### src/rtl/fm_pkg.sv
// rtl/fm_pkg.sv - shared widths, default coefficient and pre-emphasis FSM encoding
package fm_pkg;

    localparam int A_W = 8;
    localparam int C_W = 4;

    // Q2.2 coefficient, so 4 is a gain of 1.0 on the difference term
    localparam logic [C_W-1:0] COEF_DEFAULT = 4'd4;

    typedef enum logic [1:0] {
        ST_IDLE = 2'd0,
        ST_MUL  = 2'd1,
        ST_SAT  = 2'd2
    } pe_state_t;

endpackage

### src/rtl/audio_preemph_if.sv
// rtl/audio_preemph_if.sv - sample, control and result signals of the pre-emphasis filter
interface audio_preemph_if import fm_pkg::*; #(
    parameter int A = A_W,
    parameter int C = C_W
);
    logic signed [A-1:0] audio_in;
    logic                audio_dv;
    logic                pe_ena;
    logic [C-1:0]        pe_coef;
    logic signed [A-1:0] audio_out;
    logic                out_dv;
    logic                clip;
    logic                ovr;

    modport master (
        output audio_in, audio_dv, pe_ena, pe_coef,
        input  audio_out, out_dv, clip, ovr
    );

    modport slave (
        input  audio_in, audio_dv, pe_ena, pe_coef,
        output audio_out, out_dv, clip, ovr
    );
endinterface

### src/rtl/serial_mul.sv
// rtl/serial_mul.sv - LSB-first shift-add multiplier, signed multiplicand by unsigned multiplier
module serial_mul import fm_pkg::*; #(
    parameter int DW = A_W + 1,
    parameter int MW = C_W
) (
    input  logic                    clk,
    input  logic                    rst_n,
    input  logic                    start,
    input  logic signed [DW-1:0]    mcand,
    input  logic [MW-1:0]           mplier,
    output logic                    done,
    output logic signed [DW+MW-1:0] product
);
    localparam int PW = DW + MW;
    localparam int CW = (MW > 1) ? $clog2(MW) : 1;

    logic signed [PW-1:0] mcand_sh;
    logic [MW-1:0]        mplier_sh;
    logic [CW-1:0]        cnt;
    logic                 busy;

    // done marks the cycle whose edge adds the last partial product
    assign done = busy && (cnt == CW'(MW - 1));

    always_ff @(posedge clk or negedge rst_n) begin
        if (!rst_n) begin
            product   <= '0;
            mcand_sh  <= '0;
            mplier_sh <= '0;
            cnt       <= '0;
            busy      <= 1'b0;
        end else if (start) begin
            product   <= '0;
            mcand_sh  <= {{MW{mcand[DW-1]}}, mcand};
            mplier_sh <= mplier;
            cnt       <= '0;
            busy      <= 1'b1;
        end else if (busy) begin
            if (mplier_sh[0]) begin
                product <= product + mcand_sh;
            end
            mcand_sh  <= mcand_sh <<< 1;
            mplier_sh <= mplier_sh >> 1;
            cnt       <= cnt + 1'b1;
            if (done) begin
                busy <= 1'b0;
            end
        end
    end

endmodule

### src/rtl/audio_preemph.sv
// rtl/audio_preemph.sv - first-order audio pre-emphasis y = sat(x + ((x - x_prev) * g) >>> 2)
module audio_preemph import fm_pkg::*; #(
    parameter int A = A_W,
    parameter int C = C_W
) (
    input  logic            clk,
    input  logic            rst_n,
    audio_preemph_if.slave  bus
);
    localparam int DW = A + 1;
    localparam int PW = A + C + 1;
    localparam int SW = A + C + 2;

    pe_state_t state, state_nx;

    logic signed [A-1:0]  x_reg;
    logic signed [A-1:0]  x_prev;
    logic signed [A-1:0]  pend_data;
    logic                 pend_valid;

    logic                 take;
    logic signed [A-1:0]  take_x;
    logic [C-1:0]         take_coef;
    logic signed [DW-1:0] take_d;

    logic                 mul_done;
    logic signed [PW-1:0] product;
    logic signed [PW-1:0] prod_q;
    logic signed [SW-1:0] y_full;
    logic signed [A-1:0]  y_sat;
    logic                 y_clip;

    logic signed [A-1:0]  audio_out_r;
    logic                 out_dv_r;
    logic                 clip_r;
    logic                 ovr_r;

    assign bus.audio_out = audio_out_r;
    assign bus.out_dv    = out_dv_r;
    assign bus.clip      = clip_r;
    assign bus.ovr       = ovr_r;

    // A waiting sample always wins over a fresh strobe in the same cycle
    assign take_x    = pend_valid ? pend_data : bus.audio_in;
    assign take_coef = bus.pe_ena ? bus.pe_coef : '0;
    assign take_d    = {take_x[A-1], take_x} - {x_prev[A-1], x_prev};

    always_comb begin
        state_nx = state;
        take     = 1'b0;
        case (state)
            ST_IDLE: begin
                if (pend_valid || bus.audio_dv) begin
                    take     = 1'b1;
                    state_nx = ST_MUL;
                end
            end
            ST_MUL: begin
                if (mul_done) begin
                    state_nx = ST_SAT;
                end
            end
            ST_SAT:  state_nx = ST_IDLE;
            default: state_nx = ST_IDLE;
        endcase
    end

    serial_mul #(
        .DW (DW),
        .MW (C)
    ) u_mul (
        .clk     (clk),
        .rst_n   (rst_n),
        .start   (take),
        .mcand   (take_d),
        .mplier  (take_coef),
        .done    (mul_done),
        .product (product)
    );

    // Arithmetic shift floors negative products, e.g. -3/4 becomes -1
    assign prod_q = product >>> 2;
    assign y_full = {{(SW-A){x_reg[A-1]}}, x_reg} + {{(SW-PW){prod_q[PW-1]}}, prod_q};

    always_comb begin
        y_clip = 1'b0;
        y_sat  = y_full[A-1:0];
        if (y_full[SW-1:A-1] != {(SW-A+1){y_full[SW-1]}}) begin
            y_clip = 1'b1;
            y_sat  = y_full[SW-1] ? {1'b1, {(A-1){1'b0}}} : {1'b0, {(A-1){1'b1}}};
        end
    end

    always_ff @(posedge clk or negedge rst_n) begin
        if (!rst_n) begin
            state       <= ST_IDLE;
            x_reg       <= '0;
            x_prev      <= '0;
            pend_data   <= '0;
            pend_valid  <= 1'b0;
            audio_out_r <= '0;
            out_dv_r    <= 1'b0;
            clip_r      <= 1'b0;
            ovr_r       <= 1'b0;
        end else begin
            state    <= state_nx;
            out_dv_r <= 1'b0;
            clip_r   <= 1'b0;
            if (take) begin
                x_reg <= take_x;
            end
            if (state == ST_SAT) begin
                audio_out_r <= y_sat;
                clip_r      <= y_clip;
                out_dv_r    <= 1'b1;
                x_prev      <= x_reg;
            end
            if (take && pend_valid) begin
                pend_valid <= bus.audio_dv;
                if (bus.audio_dv) begin
                    pend_data <= bus.audio_in;
                end
            end else if (!take && bus.audio_dv) begin
                if (pend_valid) begin
                    ovr_r <= 1'b1;
                end
                pend_valid <= 1'b1;
                pend_data  <= bus.audio_in;
            end
        end
    end

endmodule

### src/flat_wrapper.sv
// flat-port wrapper written by rule: the top's interface ports become plain ports
module audio_preemph_flat import fm_pkg::*;
#(
    parameter int A = A_W,
    parameter int C = C_W
)
  (clk, rst_n, bus_audio_in, bus_audio_dv, bus_pe_ena, bus_pe_coef, bus_audio_out, bus_out_dv, bus_clip, bus_ovr);
  audio_preemph_if #(.A(A), .C(C)) bus_i ();
  input  logic clk;
  input  logic rst_n;
  input wire logic [$bits(bus_i.audio_in)-1:0] bus_audio_in;
  input wire logic [$bits(bus_i.audio_dv)-1:0] bus_audio_dv;
  input wire logic [$bits(bus_i.pe_ena)-1:0] bus_pe_ena;
  input wire logic [$bits(bus_i.pe_coef)-1:0] bus_pe_coef;
  output wire logic [$bits(bus_i.audio_out)-1:0] bus_audio_out;
  output wire logic [$bits(bus_i.out_dv)-1:0] bus_out_dv;
  output wire logic [$bits(bus_i.clip)-1:0] bus_clip;
  output wire logic [$bits(bus_i.ovr)-1:0] bus_ovr;
  assign bus_i.audio_in = bus_audio_in;
  assign bus_i.audio_dv = bus_audio_dv;
  assign bus_i.pe_ena = bus_pe_ena;
  assign bus_i.pe_coef = bus_pe_coef;
  assign bus_audio_out = bus_i.audio_out;
  assign bus_out_dv = bus_i.out_dv;
  assign bus_clip = bus_i.clip;
  assign bus_ovr = bus_i.ovr;
  audio_preemph #(.A(A), .C(C)) u_core (.clk(clk), .rst_n(rst_n), .bus(bus_i));
endmodule
### config.mk
export PLATFORM = sky130hd
export DESIGN_NAME = audio_preemph_flat
export DESIGN_NICKNAME = d
export VERILOG_FILES = /design/src/rtl/fm_pkg.sv /design/src/rtl/audio_preemph_if.sv /design/src/rtl/serial_mul.sv /design/src/rtl/audio_preemph.sv /design/src/flat_wrapper.sv
export SDC_FILE = /design/constraint.sdc
export NUM_CORES = 1
export LEC_CHECK = 0
export ABC_AREA = 1
export CORE_MARGIN = 5
export CORE_UTILIZATION = 34
export DETAILED_ROUTE_END_ITERATION = 16
export GPL_ROUTABILITY_DRIVEN = 0
export GPL_TIMING_DRIVEN = 0
export PLACE_DENSITY = 0.49
export SYNTH_ARGS = -nofsm -noshare
export SYNTH_HDL_FRONTEND = slang
export SYNTH_SLANG_ARGS = --single-unit
### constraint.sdc
create_clock -name clk -period 2.7 [get_ports clk]
set_input_delay 0.675 -clock clk [delete_from_list [all_inputs] [get_ports clk]]
set_output_delay 0.675 -clock clk [all_outputs]
set_load 0.02 [all_outputs]
==> results.json <==
{
  "cp_data_arrival_time_ns": 2.75,
  "final_count_of_negative_setup_slack_endpoints": 0,
  "vias": 3830,
  "yosys_warns": 0,
  "syn-num-nets": 625,
  "worstSkewPairLatency_ns": 0.33,
  "least_setup_slack_across_all_paths_after_layout_ns": 0.163,
  "critical_path_required_ns": 2.91,
  "min_path_type": "in2async",
  "crit_start": "bus_audio_in[0]",
  "ant_nets": 0,
  "detailedPlacementHpwl_um": 8250,
  "synthCells": 574,
  "average_size_of_a_mapped_cell_um2": 7.85,
  "cts_tree": "yes",
  "via_count_normalized_by_instance_count": 4.83,
  "io_pins": 27,
  "final_period_utilization_pct": 94.0,
  "cts_root_buf": "clkbuf_16",
  "gr-total-overflow": 0,
  "timing.final.max_slew_violations": 0,
  "effective_utilization_at_floorplan_pct": 34.3,
  "dieWidth_um": 125,
  "footprint_of_the_multi_input_gates_mm2": 0.00242,
  "cellLeakagePower_nw": 2.68,
  "slew_headroom_pct": 54.7,
  "fillCellCount": 1381,
  "routed_wire_length_per_instance_um": 13.5,
  "port-buffer-count": 26,
  "cts_setup_buffers": 0,
  "instances_no_fill": 793,
  "power_density_mw_per_mm2": 1260,
  "max-cap-violations": 0,
  "drtIter0Drc": 210,
  "first_pass_grt_wire_length_um": 18400,
  "clock-skew-final_ns": 0.00666,
  "chipHeight_um": 125,
  "final.setup.tns_ns": 0,
  "post_synth_design_cell_area_mm2": 0.00451,
  "timing_hold_violations_final": 0,
  "post_cts_hold_buffer_count": 0,
  "synth.yosys.seq_area_share_pct": 39.4,
  "grt_util_all_layers_pct": 14.3,
  "place_ws_ns": -0.467,
  "core_area_mm2": 0.0131,
  "reg_top3": "u_core.u_mul.mcand_sh x13, u_core.u_mul.product x13",
  "regArea_mm2": 0.00178,
  "status": "finished clean",
  "first_pass_drt_iterations": 5,
  "synth.distinct_cells": 41,
  "post_route_cells_drive_above_1_share_pct": 9.24,
  "clk_path_buf_depth": 2,
  "peakVddDrop_uv": 577,
  "number_of_inserted_diodes": 0,
  "row_count": 42,
  "setup.worst_path.start_class": "primary input",
  "number_of_global_route_vias_before_repair": 3741,
  "tritoncts.num_buffers": 9,
  "drt_drc_violations_left": 0,
  "finish.net_count": 663,
  "ys_ff_latch": 71,
  "critPathCaptureType": "flop",
  "timing_worst_slew_pin_value_ns": 0.676,
  "grt_max_degree": 66,
  "fmax_achieved_ghz": 0.394,
  "antenna_found_initial": 0,
  "clkSlewWorstSetupHoldPaths_ns": 0.06,
  "final_routed_wirelength_across_all_metal_layers_um": 10700,
  "critPathMaxFanout": 5,
  "clock_sink_count": 71,
  "final_util_pct": 40.6,
  "cts_max_level": 3,
  "dp_cells": 777,
  "critPathKind": "in2reg",
  "hold-worst-slack_ns": 0.170,
  "worstReg2RegStart": "u_core.u_mul.product[2]",
  "die_area_mm2": 0.0157,
  "growth_of_design_area_from_synthesis_to_finish_pct": 18.5,
  "fin_crit_ns": 2.54
}
-- worst max-delay path, cell delays in order --
cell and delay (ns):
clkdlybuf4s50_1 0.45, inv_1 0.04, nand2_1 0.05, o21ai_1 0.08
ha_2 0.21, fa_2 0.37, o21ai_2 0.16, nand2_1 0.09
nand2_1 0.08, a21oi_1 0.08, nor2_2 0.16, o22ai_2 0.09
nand2_2 0.13, a21oi_1 0.09
-- stage by stage --
| stage | power (mW) | cell area [µm²] |
|---|---|---|
| 6_report | 6.71 | 5340 |
| 5_1_grt | 7.37 | 5340 |
| 4_1_cts | 6.72 | 5310 |
| 3_5_place_dp | 5.48 | 5010 |
| 2_1_floorplan | 4.47 | 4510 |
| 3_3_place_gp | 5.41 | 4990 |
-- placed cells by master (no fill, tap or decap), types with 5 or more instances in the layout --
cell type	synthesis	layout
a21oi_1	28	28
clkbuf_1	9	11
clkbuf_16	0	9
clkdlybuf4s50_1	0	25
dfrtp_1	71	70
ha_1	32	31
inv_1	74	74
nand2_1	171	170
nand3_1	16	16
nand4_1	13	13
nor2_1	22	21
nor2_2	4	5
o21ai_0	58	51
o21ai_1	3	7
o21bai_1	5	5
xnor2_1	6	6
xor2_1	7	7
-- synth_stat cells, drive strengths merged --
| cell type | count | share of area, % |
|---|---|---|
| a21boi | 1 | 0.17 |
| a21oi | 29 | 3.5 |
| a22o | 3 | 0.58 |
| a22oi | 1 | 0.17 |
| a31o | 1 | 0.19 |
| a31oi | 4 | 0.56 |
| a32o | 2 | 0.44 |
| buf | 3 | 0.44 |
| clkbuf | 9 | 0.75 |
| dfrtp | 71 | 39 |
| fa | 3 | 1.3 |
| ha | 32 | 8.9 |
| inv | 78 | 6.5 |
| mux2 | 1 | 0.25 |
| nand2 | 179 | 16 |
| nand3 | 21 | 3.2 |
| nand3b | 2 | 0.33 |
| nand4 | 13 | 1.8 |
| nor2 | 26 | 2.4 |
| nor3 | 3 | 0.33 |
| o211ai | 3 | 0.50 |
| o21a | 1 | 0.17 |
| o21ai | 61 | 6.8 |
| o21bai | 5 | 0.83 |
| o221ai | 2 | 0.39 |
| o22ai | 2 | 0.28 |
| or2 | 4 | 0.56 |
| xnor2 | 7 | 1.8 |
| xor2 | 7 | 1.4 |
-- power breakdown --
| part | internal (mW) | switching (mW) | total, mW |
|---|---|---|---|
| Clock | 0.740 | 0.445 | 1.19 |
| Combinational | 1.41 | 2.27 | 3.68 |
| Sequential | 1.49 | 0.356 | 1.85 |
| Total | 3.64 | 3.07 | 6.71 |
-- layout make-up --
type	count	area share (%)
multi-input combinational	413	45.2
sequential	71	33.3
inverter	78	5.48
timing repair buffer	27	5.34
clock buffer	13	4.69
tap	176	4.12
buffer	12	1.03
clock inverter	3	0.797
-- routing by layer --
layer  vias to the layer above  track usage [%]  wire length [µm]  share of wire, %
li1                       1963                -                 -                 -
met2                        65             23.2              5010                47
met5                         -                0                 0                 0
met4                         0             4.15               150               1.4
met3                        19             2.99               334               3.1
met1                      1783             19.4              5230                49
-- logic make-up after synthesis --
group	count (synthesis)	share of synthesized area, %
and+or+nand+nor	248	24.7
AOI/OAI and AO/OA	115	14.5
buffers and inverters	90	7.69
DFF	71	39.4
adders and majority gates	35	10.2
xor gates and xnor gates	14	3.14
muxes	1	0.250
-- final timing paths --
| path | slack [ns] | cells after the start | endpoint |
|---|---|---|---|
| hold / removal | 0.17 | 1 | u_core.bus.clip |
| min in group clk | 0.47 | 1 | u_core.u_mul.cnt[0] |
| setup / recovery | 0.16 | 14 | u_core.u_mul.mcand_sh[11] |
| setup reg to reg | 0.23 | 17 | u_core.bus.audio_out[2] |
| hold reg to reg | 0.47 | 1 | u_core.u_mul.cnt[0] |
| max in group asynchronous | 1.95 | 2 | u_core.pend_valid |
-- timing repair --
item,4_1_cts,5_1_grt
setup endpoints to repair,7,7
pin swaps,0,1
endpoints found under the hold margin,0,0
gates resized for setup,5,13
No activity file was read; power rests on OpenSTA's default activity.
